$ cat config.mk
export PLATFORM = sky130hd
export DESIGN_NAME = alu_bist
export DESIGN_NICKNAME = d
export VERILOG_FILES = /design/src/rtl/alu_bist.sv
export SDC_FILE = /design/constraint.sdc
export NUM_CORES = 1
export LEC_CHECK = 0
export CAP_MARGIN = 20
export CORE_AREA = 8 8 88 90
export CTS_BUF_LIST = sky130_fd_sc_hd__clkbuf_8
export DETAILED_ROUTE_END_ITERATION = 10
export DIE_AREA = 0 0 96 98
export PLACE_DENSITY_LB_ADDON = 0.3
export SLEW_MARGIN = 20
export SYNTH_ARGS = -nofsm -noshare
export SYNTH_HDL_FRONTEND = slang
export SYNTH_SLANG_ARGS = --single-unit
$ cat constraint.sdc
create_clock -name clk -period 3.25 [get_ports clk]
set_input_delay 0.65 -clock clk [delete_from_list [all_inputs] [get_ports clk]]
set_output_delay 0.65 -clock clk [all_outputs]
set_load 0.1 [all_outputs]
$ cat src/rtl/alu_bist.sv
// Built-in self-test for a 4-bit, 4-operation ALU. It walks all 1024 {ALUOp,A,B}
// vectors in ascending order and checks the returned C against a reference.
module alu_bist #(
  parameter int unsigned ERR_W = 8
) (
  input  logic             clk,
  input  logic             reset,
  input  logic             start,
  output logic [3:0]       A,
  output logic [3:0]       B,
  output logic [1:0]       ALUOp,
  input  logic [3:0]       C,
  output logic             busy,
  output logic             done,
  output logic             pass,
  output logic [ERR_W-1:0] err_cnt,
  output logic [9:0]       first_fail,
  output logic [3:0]       first_fail_c
);

  localparam int unsigned IDX_W = 10;
  localparam logic [IDX_W-1:0] IDX_LAST = '1;
  localparam logic [ERR_W-1:0] ERR_MAX  = '1;

  typedef enum logic [1:0] {
    S_IDLE,
    S_RUN,
    S_DONE
  } state_t;

  state_t           r_state;
  logic [IDX_W-1:0] r_idx;
  logic             r_seen;
  logic [3:0]       w_exp;
  logic             w_mis;

  // The index register is the driven vector; it is held at 0 outside RUN.
  assign ALUOp = r_idx[9:8];
  assign A     = r_idx[7:4];
  assign B     = r_idx[3:0];

  // Reference ALU result for the vector currently on the bus.
  always_comb begin
    w_exp = 4'd0;
    case (r_idx[9:8])
      2'b00:   w_exp = r_idx[7:4] + r_idx[3:0];
      2'b01:   w_exp = r_idx[7:4] - r_idx[3:0];
      2'b10:   w_exp = r_idx[7:4] & r_idx[3:0];
      default: w_exp = r_idx[7:4] | r_idx[3:0];
    endcase
  end

  assign w_mis = (r_state == S_RUN) && (C != w_exp);

  always_ff @(posedge clk) begin
    if (reset) begin
      r_state      <= S_IDLE;
      r_idx        <= '0;
      r_seen       <= 1'b0;
      busy         <= 1'b0;
      done         <= 1'b0;
      pass         <= 1'b0;
      err_cnt      <= '0;
      first_fail   <= '0;
      first_fail_c <= '0;
    end else begin
      case (r_state)
        S_IDLE, S_DONE: begin
          if (start) begin
            r_state      <= S_RUN;
            r_idx        <= '0;
            r_seen       <= 1'b0;
            busy         <= 1'b1;
            done         <= 1'b0;
            pass         <= 1'b0;
            err_cnt      <= '0;
            first_fail   <= '0;
            first_fail_c <= '0;
          end
        end
        S_RUN: begin
          if (w_mis) begin
            if (err_cnt != ERR_MAX) err_cnt <= err_cnt + ERR_W'(1);
            if (!r_seen) begin
              r_seen       <= 1'b1;
              first_fail   <= r_idx;
              first_fail_c <= C;
            end
          end
          // The last vector's own result counts towards pass.
          if (r_idx == IDX_LAST) begin
            r_state <= S_DONE;
            r_idx   <= '0;
            busy    <= 1'b0;
            done    <= 1'b1;
            pass    <= !(r_seen || w_mis);
          end else begin
            r_idx <= r_idx + IDX_W'(1);
          end
        end
        default: r_state <= S_IDLE;
      endcase
    end
  end

endmodule

==> results of run 1 <==
per-layer routing:
| layer | GRT usage | part of all wire |
|---|---|---|
| met3 | 0.0292 | 0.045 |
| met5 | 0 | 0 |
| met1 | 0.157 | 0.48 |
| met4 | 0.0473 | 0.017 |
| met2 | 0.186 | 0.45 |
worst max path at each step:
stage | from | endpoint | cells after the start
2_1_floorplan | r_idx[0]$_SDFFE_PP0P_ | first_fail[0]$_SDFFE_PP0P_ | 14
5_1_grt | r_idx[0]$_SDFFE_PP0P_ | err_cnt[3]$_SDFFE_PP0P_ | 13
3_3_place_gp | r_idx[0]$_SDFFE_PP0P_ | first_fail_c[3]$_SDFFE_PP0P_ | 12
6_report | r_idx[0]$_SDFFE_PP0P_ | err_cnt[2]$_SDFFE_PP0P_ | 13
4_1_cts | r_idx[0]$_SDFFE_PP0P_ | err_cnt[2]$_SDFFE_PP0P_ | 13
3_5_place_dp | r_idx[0]$_SDFFE_PP0P_ | err_cnt[2]$_SDFFE_PP0P_ | 13
state kept, by name (all words and copies together) (netlist names):
name,flops
r_idx,10
first_fail,10
r_seen,1
first_fail_c,4
pass,1
err_cnt,8
done,1
r_state,2
busy,1
cells by family (layout without fill, tap and decap cells):
family          after synthesis  in the layout  share of synthesized area
compound gates               46             46                      0.132
xor+xnor                      9              9                     0.0368
fa+ha+maj                    11             11                     0.0655
buf+inv                      24             69                     0.0555
flops                        38             38                      0.355
mux                          16             16                     0.0807
simple gates                109            109                      0.274
through the flow:
| step | utilization | hold slack, ns | cell area (µm²) |
|---|---|---|---|
| 5_1_grt | 0.410 | 0.491 | 2660 |
| 3_3_place_gp | 0.393 | 0.448 | 2550 |
| 2_1_floorplan | - | 0.466 | 2150 |
| 6_report | 0.410 | 0.475 | 2660 |
| 3_5_place_dp | 0.393 | 0.454 | 2550 |
| 4_1_cts | 0.407 | 0.475 | 2640 |
repair_timing:
| item | 4_1_cts | 5_1_grt |
|---|---|---|
| endpoints found under the hold margin | 0 | 0 |
| setup endpoints to repair | 0 | 17 |
| hold buffers | 0 | 0 |
| buffers inserted | 0 | 2 |
| gates resized for setup | 0 | 1 |
area by class of cell:
cell class              instances  share of cell area
multi-input cells             191               0.474
repair buffers                 52               0.152
clock inverters                 2             0.00329
clock buffers                   6              0.0310
well taps                      80              0.0376
flip-flops and latches         38               0.289
inverters                       9              0.0127
Yosys cell counts (2+ instances only):
cell type / n / area share
sky130_fd_sc_hd__and3_1: 5 / 0.015
sky130_fd_sc_hd__xor2_1: 3 / 0.012
sky130_fd_sc_hd__nor2b_1: 3 / 0.0088
sky130_fd_sc_hd__buf_2: 5 / 0.012
sky130_fd_sc_hd__or3_1: 6 / 0.018
sky130_fd_sc_hd__clkbuf_1: 6 / 0.011
sky130_fd_sc_hd__nor3_1: 4 / 0.0094
sky130_fd_sc_hd__inv_1: 9 / 0.016
sky130_fd_sc_hd__a21oi_1: 18 / 0.042
sky130_fd_sc_hd__nand4_1: 7 / 0.020
sky130_fd_sc_hd__mux2i_1: 15 / 0.070
sky130_fd_sc_hd__nand2b_1: 16 / 0.047
sky130_fd_sc_hd__nand2_1: 23 / 0.040
sky130_fd_sc_hd__nand3_1: 7 / 0.016
sky130_fd_sc_hd__nor2_1: 23 / 0.040
sky130_fd_sc_hd__dfxtp_1: 38 / 0.36
sky130_fd_sc_hd__xnor2_1: 6 / 0.025
sky130_fd_sc_hd__buf_6: 3 / 0.016
sky130_fd_sc_hd__maj3_1: 2 / 0.0094
sky130_fd_sc_hd__and2_1: 2 / 0.0058
sky130_fd_sc_hd__nand3b_1: 4 / 0.014
sky130_fd_sc_hd__a311oi_1: 2 / 0.0082
sky130_fd_sc_hd__ha_1: 8 / 0.047
sky130_fd_sc_hd__o21ai_0: 12 / 0.028
sky130_fd_sc_hd__a31oi_1: 3 / 0.0088
power by group through the flow:
stage	clock (mW)	combinational (mW)	sequential, mW
floorplan	0	0.119	0.543
global placement	0	0.211	0.494
detailed placement	0	0.211	0.495
CTS	0.345	0.212	0.484
global route	0.361	0.231	0.486
finish	0.330	0.212	0.484
worst min-delay path, cell delays in order (launching register included):
cell and delay, ns:
sky130_fd_sc_hd__dfxtp_1 0.31, sky130_fd_sc_hd__nand2b_1 0.06, sky130_fd_sc_hd__mux2i_1 0.06
==> results.toml, run 1 <==
[worst_hold_path]
worst_hold_startpoint = "first_fail[7]$_SDFFE_PP0P_"
hold-path-endpoint = "first_fail[7]$_SDFFE_PP0P_"
hold_class = "reg -> reg"
worstHoldPathCells = 2

[clocking]
clk_pin_slew_ns = 0.07
clock_tree.buffer_depth = 2
tritoncts = "yes"
clock-sinks = 38
clock_insertion_delay_worst_skew_ns = 0.29
clock_tree.root_cell = "sky130_fd_sc_hd__clkbuf_8"
cts-buffers-inserted = 5
h_tree_depth = 2

[placed_design]
dp.cells = 368
dp.final_hpwl_um = 4020
place.gp.congestion = 0.825
dpl_worst_slack_ns = 0.190
io_buffers = 41

[pwr]
cellLeakagePower_nw = 1.08
switching_power_mw = 0.310
part_of_the_total_power_dissipated_in_combinational_logic = 0.207
pwr-share-seq = 0.471
netSwitchingFraction = 0.302
power_mw = 1.03
powerDensity_nw_per_um2 = 386
worst_ir_drop_vdd_v = 0.000131
cellInternalPower_mw = 0.716
power.share.clock = 0.322

[timing]
setup_violations = 0
setup_slack_ns = 0.231
drv_slew = 0
finalHoldViolCount = 0
grt_setup_unrepaired = "false"
achievable-frequency_ghz = 0.331
finalCritPeriodShare = 0.929
largest_clock_skew_in_the_final_design_ns = 0.00848
setup-tns-final_ns = 0
min_period_ns = 3.02
tightestPinTransition_ns = 0.629
slew_headroom = 0.579

[setup_path]
crit_path_launch_type = "flip-flop"
required_ns = 3.47
timing.rr.end = "err_cnt[2]$_SDFFE_PP0P_"
reg2reg_path_depth = 13
cp_cell_sequence = "inv_1 > ha_1 > nand2_1 > o21ai_0 > fa_1 > nor2b_1 > a31oi_1 > xnor2_1 > nand4b_1 > mux2i_4 > buf_4 > o21ai_0 > a21oi_1"
worst_setup_path_end_kind = "flip-flop"
path_common_cell = "sky130_fd_sc_hd__o21ai_0"
cp.buffers_inverters = 2
critPathArrivalTime_ns = 3.24
r2r_start = "r_idx[0]$_SDFFE_PP0P_"
critical_path_peak_fanout = 10
worst-r2r-setup-slack_ns = 0.23
path_delay_family = "adder cells"
worst_path_max_delay_cell = "sky130_fd_sc_hd__fa_1"
worst_path_largest_cell_delay_ns = 0.47
criticalPathCategory = "reg -> reg"

[cells_and_area]
area_of_the_multi_input_gates_um2 = 1260
finalNetCount = 313
number_of_fill_cells = 679
final_cell_count_no_fill = 378
area_delta_synth_final_pct = 24.3
post_route_cells_drive_above_1_share = 0.215
most_frequent_cells_in_the_layout = "46 x sky130_fd_sc_hd__buf_4, 33 x sky130_fd_sc_hd__dfxtp_1, 23 x sky130_fd_sc_hd__nand2_1, 23 x sky130_fd_sc_hd__nor2_1, 18 x sky130_fd_sc_hd__a21oi_1"
seqCellArea_um2 = 769
n_antenna_cell = 0
final_common_cell = "sky130_fd_sc_hd__buf_4"

[synthesis]
synthCells = 253
postSynthNetCount = 269
postSynthAreaPerCell_um2 = 8.46
netlist_area_um2 = 2140
ys_seq_area_frac = 0.355
yosys_warnings = 0
yosys.cell_types.count = 48
async_flop_share = 0
ys_seq_elements = 38
number_of_synthesized_flops_with_an_enable_pin = 0
synth-main-ff-cell = "sky130_fd_sc_hd__dfxtp_1"

[floorplanning]
die_height_um = 98
core_um2 = 6490
top_level_ports = 42
dieArea_um2 = 9410
fp-row-count = 30
die_width_um = 96
initial_core_utilization = 0.330

[drt]
drt_pre_antenna_iters = 4
drt_drc_violations_left = 0
drt.antenna.violating_nets = 0
avgRoutedWirePerCell_um = 14.4
routed_wl_um = 5450
detailedRoute.firstIterationViolations = 111
vias_per_cell = 5.06
via_count = 1914

[run]
maxCapViolCount = 0

[global_routing]
grt_max_degree = 17
number_of_global_route_vias_before_repair = 1826
grt_first_pass_wirelength_um = 9090
groute.usage.overall = 0.121
gr-total-overflow = 0
grt_antenna_before_repair = 0

[run_status]
outcome = "finished clean"
(Power assumes the default switching activity.)
==> run 2, diff against run 1 <==
REMOVE_ABC_BUFFERS = 1   (was default)
SLEW_MARGIN = default   (was 20)
==> run 2 against run 1 <==
Net effect: flip-flop and latch count unchanged; wire length up 3.0%; cell area increased by 1.5%; clock power is 16% higher; first-iteration DRC count increased by 13%; core utilization rose by 0.62 points; register-to-register slack about the same; critical path type unchanged.
==> results.toml, run 2 (same netlist as run 1, synthesis figures left out) <==
[run_status]
outcome = "finished clean"

[clocking]
clk_pin_slew_ns = 0.07
clock_tree.root_cell = "sky130_fd_sc_hd__clkbuf_8"
clock-sinks = 38
h_tree_depth = 2
clock_insertion_delay_worst_skew_ns = 0.29
clock_tree.buffer_depth = 2
tritoncts = "yes"
post-cts-setup-buffer-count = 0
cts-buffers-inserted = 5

[timing]
worst_hold_slack_ns = 0.464
finalHoldViolCount = 0
setup-tns-final_ns = 0
min_period_ns = 3.01
slew_headroom = 0.297
tightestPinTransition_ns = 1.05
setup_slack_ns = 0.235
finalCritPeriodShare = 0.928
drv_slew = 0
achievable-frequency_ghz = 0.332
setup_violations = 0
largest_clock_skew_in_the_final_design_ns = 0.00569

[cells_and_area]
final_common_cell = "sky130_fd_sc_hd__buf_4"
post_route_cells_drive_above_1_share = 0.209
most_frequent_cells_in_the_layout = "49 x sky130_fd_sc_hd__buf_4, 38 x sky130_fd_sc_hd__dfxtp_1, 23 x sky130_fd_sc_hd__nand2_1, 23 x sky130_fd_sc_hd__nor2_1, 18 x sky130_fd_sc_hd__a21oi_1"
area_delta_synth_final_pct = 26.2
finalNetCount = 316
utilization = 0.416
n_antenna_cell = 0
biggestRegsByFlops = "first_fail: 10 flops, r_idx: 10 flops, err_cnt: 8 flops"

[setup_path]
worst_path_max_delay_cell = "sky130_fd_sc_hd__or4_1"
worst_path_largest_cell_delay_ns = 0.50
critical_path_peak_fanout = 18
reg2reg_path_depth = 14
critPathArrivalTime_ns = 3.24
r2r_start = "r_idx[0]$_SDFFE_PP0P_"
crit_path_launch_type = "flip-flop"
worst-r2r-setup-slack_ns = 0.24
required_ns = 3.47
worst_setup_path_end_kind = "flip-flop"
path_delay_family = "compound AO/OA/AOI/OAI gates"
cp.buffers_inverters = 3
cp_cell_sequence = "inv_1 > ha_1 > nand2_1 > o21ai_1 > inv_1 > ha_1 > nand3b_1 > a211o_1 > a31oi_1 > a21boi_4 > mux2i_4 > buf_4 > or4_1 > a21oi_1"
criticalPathCategory = "reg -> reg"
timing.rr.end = "err_cnt[7]$_SDFFE_PP0P_"

[floorplanning]
dieArea_um2 = 9410
top_level_ports = 42
initial_core_utilization = 0.330
die_width_um = 96
core_um2 = 6490
die_height_um = 98
fp-row-count = 30

[drt]
drt_pre_antenna_iters = 4
drt_drc_violations_left = 0
detailedRoute.firstIterationViolations = 125
avgRoutedWirePerCell_um = 14.7
vias_per_cell = 5.11
drt.antenna.violating_nets = 0
via_count = 1946
routed_wl_um = 5610

[global_routing]
groute.usage.overall = 0.126
gr-usage-met2 = 0.195
grt_antenna_before_repair = 0
grt_met3_usage = 0.0299
grtUsageMet1 = 0.161
grt_max_degree = 19
number_of_global_route_vias_before_repair = 1871
gr-total-overflow = 0
grt_busiest_layer = "met2"
grt_first_pass_wirelength_um = 9450

[pwr]
worst_ir_drop_vdd_v = 0.000141
pwr-share-seq = 0.443
power.share.clock = 0.351
cellInternalPower_mw = 0.767
netSwitchingFraction = 0.294
part_of_the_total_power_dissipated_in_combinational_logic = 0.206
powerDensity_nw_per_um2 = 402
switching_power_mw = 0.320
cellLeakagePower_nw = 1.11

[worst_hold_path]
worst_hold_startpoint = "done$_SDFFE_PP0P_"
worstHoldPathCells = 2
hold-path-endpoint = "done$_SDFFE_PP0P_"
hold_class = "reg -> reg"

[placed_design]
io_buffers = 41
dpl_worst_slack_ns = 0.254
dp.final_hpwl_um = 4150
place.gp.congestion = 0.821

[run]
maxCapViolCount = 0
## run 2: changes by cell type in the layout (fill, tap and decap cells not counted)
| cell | delta |
|---|---|
| sky130_fd_sc_hd__clkinv_2 | -1 |
| sky130_fd_sc_hd__dfxtp_4 | -1 |
| sky130_fd_sc_hd__dfxtp_1 | +5 |
| sky130_fd_sc_hd__dfxtp_2 | -4 |
| sky130_fd_sc_hd__clkbuf_8 | +2 |
| sky130_fd_sc_hd__o21ai_0 | -2 |
| sky130_fd_sc_hd__o21ai_1 | +2 |
| sky130_fd_sc_hd__a21boi_4 | +1 |
| sky130_fd_sc_hd__buf_4 | +3 |
| sky130_fd_sc_hd__inv_1 | -1 |
| sky130_fd_sc_hd__a21boi_2 | -1 |
## run 2: layout make-up
cell class                      count  area, µm²
Fill cell                         665       3790
Multi-Input combinational cell    191       1270
Sequential cell                    38        761
Timing Repair Buffer               55        428
Clock buffer                        8        110
Tap cell                           80        100
Inverter                            9       33.8
## run 2: layer usage
metal  share of wire  routed length (µm)
met2            0.48                2700
met1            0.45                2500
met5               0                   0
met3           0.057                 321
met4           0.015                  84
## run 2: repair_timing
| action | 4_1_cts | 5_1_grt |
|---|---|---|
| hold buffers | 0 | 0 |
| endpoints found under the setup margin | 0 | 1 |
| resized for setup | 0 | 3 |
## run 2: worst max path at each step
stage                               start                           end  slack, ns  cells past startpoint
CTS                 r_idx[0]$_SDFFE_PP0P_       err_cnt[7]$_SDFFE_PP0P_       0.23                     13
global placement    r_idx[0]$_SDFFE_PP0P_       err_cnt[7]$_SDFFE_PP0P_       0.31                     13
finish              r_idx[0]$_SDFFE_PP0P_       err_cnt[7]$_SDFFE_PP0P_       0.24                     14
detailed placement  r_idx[0]$_SDFFE_PP0P_       err_cnt[7]$_SDFFE_PP0P_       0.25                     14
global route        r_idx[0]$_SDFFE_PP0P_       err_cnt[7]$_SDFFE_PP0P_     -0.009                     14
floorplan           r_idx[0]$_SDFFE_PP0P_  first_fail_c[3]$_SDFFE_PP0P_      -0.50                     12
## run 2: worst register-to-register path: stages, from the launching register on
cell and delay, ns:
sky130_fd_sc_hd__dfxtp_1 0.33, sky130_fd_sc_hd__inv_1 0.08, sky130_fd_sc_hd__ha_1 0.31, sky130_fd_sc_hd__nand2_1 0.05, sky130_fd_sc_hd__o21ai_1 0.14, sky130_fd_sc_hd__inv_1 0.07
sky130_fd_sc_hd__ha_1 0.27, sky130_fd_sc_hd__nand3b_1 0.09, sky130_fd_sc_hd__a211o_1 0.28, sky130_fd_sc_hd__a31oi_1 0.16, sky130_fd_sc_hd__a21boi_4 0.24, sky130_fd_sc_hd__mux2i_4 0.09
sky130_fd_sc_hd__buf_4 0.19, sky130_fd_sc_hd__or4_1 0.50, sky130_fd_sc_hd__a21oi_1 0.14
## run 2: power groups by stage
stage	logic, mW	registers [mW]	clock network (mW)
finish	0.223	0.482	0.382
global route	0.242	0.484	0.424
CTS	0.219	0.482	0.391
detailed placement	0.218	0.493	0
global placement	0.216	0.493	0
floorplan	0.108	0.543	0
## run 2: per-stage QoR
stage | instance area (µm²) | cells | total power [mW]
after floorplan | 2060 | 238 | 0.650
after global placement | 2580 | 373 | 0.709
after detailed placement | 2580 | 373 | 0.710
after CTS | 2690 | 381 | 1.09
after global routing | 2700 | 381 | 1.15
final | 2700 | 381 | 1.09
